<file path="src/rtl/alu_md_pkg.sv">
// Shared constants for the ALU control / multiply-divide block: ALU codes, ALUOp and
// funct encodings, sequencer states and the combinational decode helpers.
package alu_md_pkg;

  localparam logic [3:0] ALU_AND  = 4'b0000;
  localparam logic [3:0] ALU_OR   = 4'b0001;
  localparam logic [3:0] ALU_ADD  = 4'b0010;
  localparam logic [3:0] ALU_XOR  = 4'b0011;
  localparam logic [3:0] ALU_SUB  = 4'b0110;
  localparam logic [3:0] ALU_SLT  = 4'b0111;
  localparam logic [3:0] ALU_SLL  = 4'b1000;
  localparam logic [3:0] ALU_SRL  = 4'b1001;
  localparam logic [3:0] ALU_NOR  = 4'b1100;
  localparam logic [3:0] ALU_PASS = 4'b1110;
  localparam logic [3:0] ALU_NOP  = 4'b1111;

  localparam logic [2:0] AOP_ADD   = 3'b000;
  localparam logic [2:0] AOP_SUB   = 3'b001;
  localparam logic [2:0] AOP_RTYPE = 3'b010;
  localparam logic [2:0] AOP_OR    = 3'b011;
  localparam logic [2:0] AOP_SLT   = 3'b100;

  localparam logic [5:0] FN_ADD  = 6'b100000;
  localparam logic [5:0] FN_SUB  = 6'b100010;
  localparam logic [5:0] FN_AND  = 6'b100100;
  localparam logic [5:0] FN_OR   = 6'b100101;
  localparam logic [5:0] FN_XOR  = 6'b100110;
  localparam logic [5:0] FN_NOR  = 6'b100111;
  localparam logic [5:0] FN_SLT  = 6'b101010;
  localparam logic [5:0] FN_SLL  = 6'b000000;
  localparam logic [5:0] FN_SRL  = 6'b000010;
  localparam logic [5:0] FN_MFHI = 6'b010000;
  localparam logic [5:0] FN_MFLO = 6'b010010;
  // mult/multu/div/divu share this prefix; bit 1 selects divide, bit 0 unsigned
  localparam logic [3:0] FN_MD_PREFIX = 4'b0110;

  typedef enum logic [1:0] {
    ST_IDLE = 2'd0,
    ST_MUL  = 2'd1,
    ST_DIV  = 2'd2,
    ST_DONE = 2'd3
  } md_state_e;

  function automatic logic is_md_funct(input logic [5:0] fn);
    return fn[5:2] == FN_MD_PREFIX;
  endfunction

  function automatic logic is_hilo_funct(input logic [5:0] fn);
    return (fn == FN_MFHI) || (fn == FN_MFLO);
  endfunction

  function automatic logic [3:0] funct_decode(input logic [5:0] fn);
    logic [3:0] code;
    case (fn)
      FN_ADD:  code = ALU_ADD;
      FN_SUB:  code = ALU_SUB;
      FN_AND:  code = ALU_AND;
      FN_OR:   code = ALU_OR;
      FN_XOR:  code = ALU_XOR;
      FN_NOR:  code = ALU_NOR;
      FN_SLT:  code = ALU_SLT;
      FN_SLL:  code = ALU_SLL;
      FN_SRL:  code = ALU_SRL;
      FN_MFHI: code = ALU_PASS;
      FN_MFLO: code = ALU_PASS;
      default: code = ALU_NOP;
    endcase
    return code;
  endfunction

  function automatic logic [3:0] alu_decode(input logic [2:0] op, input logic [5:0] fn);
    logic [3:0] code;
    case (op)
      AOP_ADD:   code = ALU_ADD;
      AOP_SUB:   code = ALU_SUB;
      AOP_OR:    code = ALU_OR;
      AOP_SLT:   code = ALU_SLT;
      AOP_RTYPE: code = funct_decode(fn);
      default:   code = ALU_NOP;
    endcase
    return code;
  endfunction

endpackage

</file>
<file path="src/rtl/alu_md_control_if.sv">
// Decode/issue bus between the control unit and alu_md_control.
interface alu_md_control_if #(
  parameter int DATA_W = 32,
  parameter int CTRL_W = 4
);
  // issue is a single-cycle request sampled on the rising clock; if stall is high in
  // that same cycle the request was dropped and must be presented again. md_done
  // pulses for one cycle each time HI/LO take a finished result.
  logic [2:0]        alu_op;
  logic [5:0]        func;
  logic              issue;
  logic [DATA_W-1:0] src_a;
  logic [DATA_W-1:0] src_b;
  logic [CTRL_W-1:0] alu_control;
  logic              md_busy;
  logic              md_done;
  logic              stall;
  logic [DATA_W-1:0] hi;
  logic [DATA_W-1:0] lo;

  modport master (
    output alu_op, func, issue, src_a, src_b,
    input  alu_control, md_busy, md_done, stall, hi, lo
  );

  modport slave (
    input  alu_op, func, issue, src_a, src_b,
    output alu_control, md_busy, md_done, stall, hi, lo
  );
endinterface

</file>
<file path="src/rtl/alu_md_control_md_step.sv">
// One iteration of the multiply/divide sequencer: shift-add for multiply,
// restoring shift-subtract for divide.
module md_step #(
  parameter int DATA_W = 32
) (
  input  logic              is_div,
  input  logic [DATA_W-1:0] hi_in,
  input  logic [DATA_W-1:0] lo_in,
  input  logic [DATA_W-1:0] opnd,
  output logic [DATA_W-1:0] hi_out,
  output logic [DATA_W-1:0] lo_out
);
  logic [DATA_W:0] sum;
  logic [DATA_W:0] rem_sh;
  logic [DATA_W:0] diff;

  always_comb begin
    sum    = {1'b0, hi_in} + {1'b0, opnd};
    rem_sh = {hi_in, lo_in[DATA_W-1]};
    diff   = rem_sh - {1'b0, opnd};
    if (is_div) begin
      // Remainder stays below the divisor, so diff's top bit is a clean borrow flag
      if (!diff[DATA_W]) begin
        hi_out = diff[DATA_W-1:0];
        lo_out = {lo_in[DATA_W-2:0], 1'b1};
      end else begin
        hi_out = rem_sh[DATA_W-1:0];
        lo_out = {lo_in[DATA_W-2:0], 1'b0};
      end
    end else if (lo_in[0]) begin
      {hi_out, lo_out} = {sum, lo_in[DATA_W-1:1]};
    end else begin
      {hi_out, lo_out} = {1'b0, hi_in, lo_in[DATA_W-1:1]};
    end
  end
endmodule

</file>
<file path="src/rtl/alu_md_control.sv">
// ALU control decode plus iterative mult/multu/div/divu sequencer with HI/LO.
// Define SIGNED_MD_EN to make mult/div signed; otherwise all four run unsigned.
module alu_md_control
  import alu_md_pkg::*;
#(
  parameter int DATA_W = 32,
  parameter int CTRL_W = 4
) (
  input  logic                clk,
  input  logic                rst_n,
  alu_md_control_if.slave     bus,
  output md_state_e           dbg_state
);
  localparam int CNT_W = (DATA_W > 1) ? $clog2(DATA_W) : 1;
  localparam logic [CNT_W-1:0] LAST_CNT = CNT_W'(DATA_W - 1);

  md_state_e         state_q, state_d;
  logic [CNT_W-1:0]  cnt_q, cnt_d;
  logic [DATA_W-1:0] acc_hi_q, acc_hi_d;
  logic [DATA_W-1:0] acc_lo_q, acc_lo_d;
  logic [DATA_W-1:0] opnd_q, opnd_d;
  logic [DATA_W-1:0] hi_q, hi_d;
  logic [DATA_W-1:0] lo_q, lo_d;

  logic              md_req, hilo_req, busy, accept, step_div;
  logic [DATA_W-1:0] mag_a, mag_b;
  logic [DATA_W-1:0] step_hi, step_lo;
  logic [DATA_W-1:0] res_hi, res_lo;

  assign md_req   = (bus.alu_op == AOP_RTYPE) && is_md_funct(bus.func);
  assign hilo_req = (bus.alu_op == AOP_RTYPE) && is_hilo_funct(bus.func);
  assign busy     = (state_q == ST_MUL) || (state_q == ST_DIV);
  assign accept   = bus.issue && md_req && ((state_q == ST_IDLE) || (state_q == ST_DONE));
  assign step_div = (state_q == ST_DIV);

  md_step #(.DATA_W(DATA_W)) u_step (
    .is_div (step_div),
    .hi_in  (acc_hi_q),
    .lo_in  (acc_lo_q),
    .opnd   (opnd_q),
    .hi_out (step_hi),
    .lo_out (step_lo)
  );

`ifdef SIGNED_MD_EN
  logic signed_op;
  logic neg_res_q, neg_res_d;
  logic neg_rem_q, neg_rem_d;

  assign signed_op = ~bus.func[0];
  assign mag_a = (signed_op && bus.src_a[DATA_W-1]) ? -bus.src_a : bus.src_a;
  assign mag_b = (signed_op && bus.src_b[DATA_W-1]) ? -bus.src_b : bus.src_b;

  // A zero divisor keeps the all-ones quotient; the remainder sign restores the dividend
  always_comb begin
    neg_res_d = neg_res_q;
    neg_rem_d = neg_rem_q;
    if (accept) begin
      neg_res_d = signed_op && (bus.src_a[DATA_W-1] ^ bus.src_b[DATA_W-1]) && (bus.src_b != '0);
      neg_rem_d = signed_op && bus.src_a[DATA_W-1];
    end
  end

  always_comb begin
    res_hi = step_hi;
    res_lo = step_lo;
    if (state_q == ST_MUL) begin
      if (neg_res_q) {res_hi, res_lo} = -{step_hi, step_lo};
    end else begin
      if (neg_res_q) res_lo = -step_lo;
      if (neg_rem_q) res_hi = -step_hi;
    end
  end

  always_ff @(posedge clk or negedge rst_n) begin
    if (!rst_n) begin
      neg_res_q <= 1'b0;
      neg_rem_q <= 1'b0;
    end else begin
      neg_res_q <= neg_res_d;
      neg_rem_q <= neg_rem_d;
    end
  end
`else
  assign mag_a  = bus.src_a;
  assign mag_b  = bus.src_b;
  assign res_hi = step_hi;
  assign res_lo = step_lo;
`endif

  always_comb begin
    state_d  = state_q;
    cnt_d    = cnt_q;
    acc_hi_d = acc_hi_q;
    acc_lo_d = acc_lo_q;
    opnd_d   = opnd_q;
    hi_d     = hi_q;
    lo_d     = lo_q;
    case (state_q)
      ST_MUL, ST_DIV: begin
        acc_hi_d = step_hi;
        acc_lo_d = step_lo;
        cnt_d    = cnt_q + CNT_W'(1);
        if (cnt_q == LAST_CNT) begin
          hi_d    = res_hi;
          lo_d    = res_lo;
          cnt_d   = '0;
          state_d = ST_DONE;
        end
      end
      ST_DONE: state_d = ST_IDLE;
      default: ;
    endcase
    // Multiply iterates over the multiplier in LO; divide shifts the dividend out of LO
    if (accept) begin
      state_d  = bus.func[1] ? ST_DIV : ST_MUL;
      cnt_d    = '0;
      acc_hi_d = '0;
      acc_lo_d = bus.func[1] ? mag_a : mag_b;
      opnd_d   = bus.func[1] ? mag_b : mag_a;
    end
  end

  always_ff @(posedge clk or negedge rst_n) begin
    if (!rst_n) begin
      state_q  <= ST_IDLE;
      cnt_q    <= '0;
      acc_hi_q <= '0;
      acc_lo_q <= '0;
      opnd_q   <= '0;
      hi_q     <= '0;
      lo_q     <= '0;
    end else begin
      state_q  <= state_d;
      cnt_q    <= cnt_d;
      acc_hi_q <= acc_hi_d;
      acc_lo_q <= acc_lo_d;
      opnd_q   <= opnd_d;
      hi_q     <= hi_d;
      lo_q     <= lo_d;
    end
  end

  assign bus.alu_control = CTRL_W'(alu_decode(bus.alu_op, bus.func));
  assign bus.md_busy     = busy;
  assign bus.md_done     = (state_q == ST_DONE);
  assign bus.stall       = bus.issue && (md_req || hilo_req) && busy;
  assign bus.hi          = hi_q;
  assign bus.lo          = lo_q;
  assign dbg_state       = state_q;

endmodule

</file>
<file path="src/flat_wrapper.sv">
// flat-port wrapper written by rule: the top's interface ports become plain ports
module alu_md_control_flat import alu_md_pkg::*;
#(
  parameter int DATA_W = 32,
  parameter int CTRL_W = 4
)
  (clk, rst_n, dbg_state, bus_alu_op, bus_func, bus_issue, bus_src_a, bus_src_b, bus_alu_control, bus_md_busy, bus_md_done, bus_stall, bus_hi, bus_lo);
  alu_md_control_if #(.DATA_W(DATA_W), .CTRL_W(CTRL_W)) bus_i ();
  input  logic clk;
  input  logic rst_n;
  output md_state_e dbg_state;
  input wire logic [$bits(bus_i.alu_op)-1:0] bus_alu_op;
  input wire logic [$bits(bus_i.func)-1:0] bus_func;
  input wire logic [$bits(bus_i.issue)-1:0] bus_issue;
  input wire logic [$bits(bus_i.src_a)-1:0] bus_src_a;
  input wire logic [$bits(bus_i.src_b)-1:0] bus_src_b;
  output wire logic [$bits(bus_i.alu_control)-1:0] bus_alu_control;
  output wire logic [$bits(bus_i.md_busy)-1:0] bus_md_busy;
  output wire logic [$bits(bus_i.md_done)-1:0] bus_md_done;
  output wire logic [$bits(bus_i.stall)-1:0] bus_stall;
  output wire logic [$bits(bus_i.hi)-1:0] bus_hi;
  output wire logic [$bits(bus_i.lo)-1:0] bus_lo;
  assign bus_i.alu_op = bus_alu_op;
  assign bus_i.func = bus_func;
  assign bus_i.issue = bus_issue;
  assign bus_i.src_a = bus_src_a;
  assign bus_i.src_b = bus_src_b;
  assign bus_alu_control = bus_i.alu_control;
  assign bus_md_busy = bus_i.md_busy;
  assign bus_md_done = bus_i.md_done;
  assign bus_stall = bus_i.stall;
  assign bus_hi = bus_i.hi;
  assign bus_lo = bus_i.lo;
  alu_md_control #(.DATA_W(DATA_W), .CTRL_W(CTRL_W)) u_core (.clk(clk), .rst_n(rst_n), .bus(bus_i), .dbg_state(dbg_state));
endmodule
</file>
<file path="config.mk">
export PLATFORM = sky130hd
export DESIGN_NAME = alu_md_control_flat
export DESIGN_NICKNAME = d
export VERILOG_FILES = /design/src/rtl/alu_md_pkg.sv /design/src/rtl/alu_md_control_if.sv /design/src/rtl/alu_md_control_md_step.sv /design/src/rtl/alu_md_control.sv /design/src/flat_wrapper.sv
export SDC_FILE = /design/constraint.sdc
export NUM_CORES = 1
export LEC_CHECK = 0
export BUFFER_PORTS_ARGS = -buffer_cell sky130_fd_sc_hd__buf_2
export CAP_MARGIN = 20
export CELL_PAD_IN_SITES_DETAIL_PLACEMENT = 1
export CELL_PAD_IN_SITES_GLOBAL_PLACEMENT = 2
export CORE_UTILIZATION = 33
export DETAILED_ROUTE_END_ITERATION = 8
export GPL_TIMING_DRIVEN = 0
export HOLD_SLACK_MARGIN = 0.15
export PLACE_DENSITY_LB_ADDON = 0.1
export SLEW_MARGIN = 20
export SYNTH_ARGS = -nofsm -noshare
export SYNTH_HDL_FRONTEND = slang
export SYNTH_HIERARCHICAL = 1
export SYNTH_SLANG_ARGS = --single-unit
</file>
<file path="constraint.sdc">
create_clock -name clk -period 2.8 [get_ports clk]
set_input_delay 0.42 -clock clk [delete_from_list [all_inputs] [get_ports clk]]
set_output_delay 0.42 -clock clk [all_outputs]
set_load 0.05 [all_outputs]
</file>
==> results by stage <==
STA:
- Across the routed clock network, the largest skew measured is 13.0 ps.
- The number of failing hold endpoints at the final stage is 0.
- Setup repair after global routing could not meet its margin everywhere.
- The worst slew margin relative to its limit is 32.8%.
- For this run, the top clock speed supported by timing is 0.304 GHz.
- Setup slack on the critical path of the routed design comes to -487 ps.
- For the finished layout, the period the worst path requires is 3290 ps.
- The slew of the pin with the lowest slew margin is 1010 ps.
- Hold timing on the final database bottoms out at a slack of 288 ps.
- The max-slew violation count came to 0.
- Setup violations remaining at the end of the flow were counted as 66.
- In the finished design, the share of the clock period the worst path needs comes to 117%.

Drt:
- The post-route antenna net violation count is 0.
- In the routed design, unresolved DRC markers number 0.
- The first routing iteration left 501 violations.
- Summing over every cut layer, the via total after detailed routing is 11891.
- The routed wire length per instance is 21.6 microns.
- The met2 wire length is 22700 microns.
- The length of routed wiring on met1 is 22600 microns.
- The top routing layer in use is met5.
- Dividing the detail-routed via count by the number of cells gives 5.36.
- The met3 wire length is 1530 microns.
- Wires add up to 48000 microns.
- For this run, the detailed router's first-pass iteration total came to 5.

Clock network:
- For the worst-skew pair, the clock arrives at the later sink with an insertion delay of 470 ps.
- The clock root buffer master is clkbuf_16.
- The TritonCTS clock tree is yes.
- After clock tree synthesis, the clock-pin slew on the worst setup and hold paths is 70 ps.
- The clock drives 167 sinks.
- No sink is reached through more buffers than the 2 on the longest clock path.
- Counting the buffers created by CTS gives 17.
- The clock tree synthesis step divided the H-tree into 4 levels.

Hold path:
- The startpoint of the lowest-slack hold path is bus_src_a[4].
- The classification of the worst-slack hold path is in2reg.

Setup path:
- The cell family contributing the most delay on the critical path is compound AO/OA/AOI/OAI gates.
- The worst setup path is launched from a flip-flop.
- The largest fanout on the critical path is 7.
- The start-to-end type of the worst setup path is reg2reg.
- The delay of the slowest cell on the worst path is 480 ps.
- The number of buffers and inverters on the critical path is 3.
- On the critical path, the stage with the largest delay is an instance of dfrtp_2.
- STA puts the critical path data required time at 3120 ps.
- STA classifies the critical path endpoint as a flip-flop.
- The most critical setup path has its startpoint at u_core/opnd_q[9].
- In this run the critical register-to-register path is launched from u_core/opnd_q[9].
- The critical path goes through inv_2 > ha_4 > a211o_1 > a21oi_2 > and3_1 > a21bo_4 > a211o_4 > nand3_2 > and3_4 > buf_12 > mux2i_1 > a21oi_1 > inv_1 > o21ai_1.
- STA puts the critical path data arrival time at 3600 ps.

Place:
- The count of input and output buffers is 146.
- The worst setup slack before clock tree synthesis is -1020 ps.
- Summed over all nets, the half-perimeter wirelength after detailed placement is 36200 microns.
- The congestion estimate from routability-driven global placement came to 0.872.

Floorplanning:
- The area of the core region is 0.0376 sq mm.
- The area of the die is 0.0389 sq mm.
- Measured along the x axis, the die boundary spans 197 microns.
- During I/O placement, the number of pins put on the boundary was 149.
- From bottom edge to top edge, the die measures 197 microns.
- The starting density of the core is 33.4%.
- The number of cell rows is 71.

Global routing:
- Entering global routing, the biggest net connects 76 pins.
- Global routing consumed, over all layers together, 25.1% of the routing resources.
- The first global-routing pass estimated 73900 microns of wire.
- The number of antenna violations at the first check in global routing is 4.
- The via count of the first global-routing pass was 12521.
- The leftover overflow at the end of global routing is 0.

Yosys:
- The number of different library cells used by synthesis comes to 69.
- After synthesis, the share of flip-flops with an asynchronous set or reset is 100%.
- After synthesis the netlist holds a flip-flop and latch count of 167.
- After synthesis, flip-flops and latches occupy 33.3% of the total area.
- The primary flip-flop cell chosen by synthesis mapping is dfrtp_1.
- The most numerous cell in the Yosys netlist is dfrtp_1.
- By count the netlist is led by dfrtp_1 (167), nand2_1 (163), inv_1 (133).
- By area the synthesized netlist is led by dfrtp_1 (33%), ha_1 (6.8%), mux2_2 (5.6%), mux2i_1 (4.9%), nand2_1 (4.9%).
- Yosys mapped a number of flops with a built-in enable equal to 0.
- After synthesis, the largest area contributor takes up 33.3% of total cell area.
- The average instance in the mapped netlist occupies 8.50 sq um.
- The summed instance area of the synthesized netlist is 0.0126 sq mm.
- dfrtp_1 takes more of the synthesized area than any other cell.
- Synthesis produced a netlist with a net count of 1625.
- The count of yosys warnings during synthesis is 6.
- Synthesis handed over a netlist of 1479 instances.

Pwr:
- In this run the power density over the cells is 1350 mW/mm^2.
- The analysis attributes to cell leakage a power of 0.00715 uW.
- The overall power after layout is 21500 uW.
- The worst-case IR drop observed on VDD is 0.553 mV.

Finish:
- The post-route netlist has 29.2% of its cells at a drive strength greater than 1.
- In the final design database the tool counted 1840 nets.
- The growth of design area from synthesis to finish is 26.6%.

Flow run:
- Across the run, the number of max-cap violations was 0.

Status:
- The checks that failed: setup timing.
- The flow ran to the end, but the final reports show violations.
[worst min-delay path, cell delays in order]
cell and delay, ps:
buf_2 90, mux2i_1 60, a21oi_1 130
[state kept, by name (all words and copies together), names as in the netlist]
register and flops:
u_core/acc_hi_q 32, u_core/bus.lo 32, u_core/cnt_q 5, u_core/acc_lo_q 32
u_core/bus.hi 32, u_core/dbg_state 2, u_core/opnd_q 32
[layer usage]
| metal | vias to the layer above | GRT usage [%] |
|---|---|---|
| met2 | 226 | 41.9 |
| met1 | 5910 | 33.1 |
| met3 | 66 | 3.52 |
| li1 | 5683 | - |
| met4 | 6 | 8.76 |
| met5 | - | 0 |
[path summary, 6_finish.rpt]
kind / slack, ps / cells past startpoint / to
max in group asynchronous: 1340 / 4 / u_core/opnd_q[19]
hold reg to reg: 480 / 2 / u_core/bus.hi[11]
setup reg to reg: -490 / 14 / u_core/acc_hi_q[10]
min in group asynchronous: 420 / 2 / u_core/bus.hi[11]
setup / recovery: -490 / 14 / u_core/acc_hi_q[10]
hold / removal: 290 / 3 / u_core/opnd_q[4]
[through the flow]
step	setup TNS, ps	util, %	instances	instance area (sq um)
floorplan	-1930	-	1479	12800
global placement	-319660	37.7	2136	14200
detailed placement	-53820	37.8	2138	14200
CTS	-29480	41.0	2202	15400
global route	-36360	42.3	2218	15900
finish	-27600	42.3	2218	15900
[power breakdown]
group	internal [uW]	switching, uW	leakage, uW
logic	6120	8990	0.00467
registers	3080	839	0.00221
clock network	1270	1180	0.000278
total	10500	11000	0.00715
[cell type report]
type	instances	area, sq um
clock buffer	18	439
multi-input combinational	1087	8260
buffer	89	454
clock inverter	13	134
timing repair buffer	199	1260
sequential	167	4210
tap	511	639
inverter	133	502
antenna	1	2.50
fill	4444	21700
[layout by cell type (no fill, tap or decap), drive strengths merged, types with 5 or more instances in the layout]
cell,n
nor2,88
a31oi,15
o221ai,36
nor2b,22
or3,5
ha,68
buf,223
clkbuf,82
a21oi,109
nand3,83
a41oi,6
nand4,8
xnor2,37
and3,9
xor2,16
nand2,163
o21ai,134
a21o,23
nand2b,13
mux2,62
o21bai,7
o211ai,8
mux2i,62
dfrtp,167
a211oi,23
o21a,10
nor3,12
inv,141
[cell families after synthesis]
logic type                 after synthesis  synth area share [%]
buffers and inverters                  225                  7.23
muxes                                  124                  10.5
xor gates and xnor gates                53                  3.69
DFF                                    167                  33.3
AOI/OAI and AO/OA                      419                  22.8
adders and majority gates               70                  7.09
and+or+nand+nor                        421                  15.4
[timing repair]
action	4_1_cts	5_1_grt
gates cloned	2	1
endpoints found under the setup margin	82	73
hold endpoints to repair	34	0
pin swaps	71	62
hold buffers	1	0
gates resized for setup	122	108
setup buffers	31	16
Note: power is estimated with default switching activity, not from simulation.
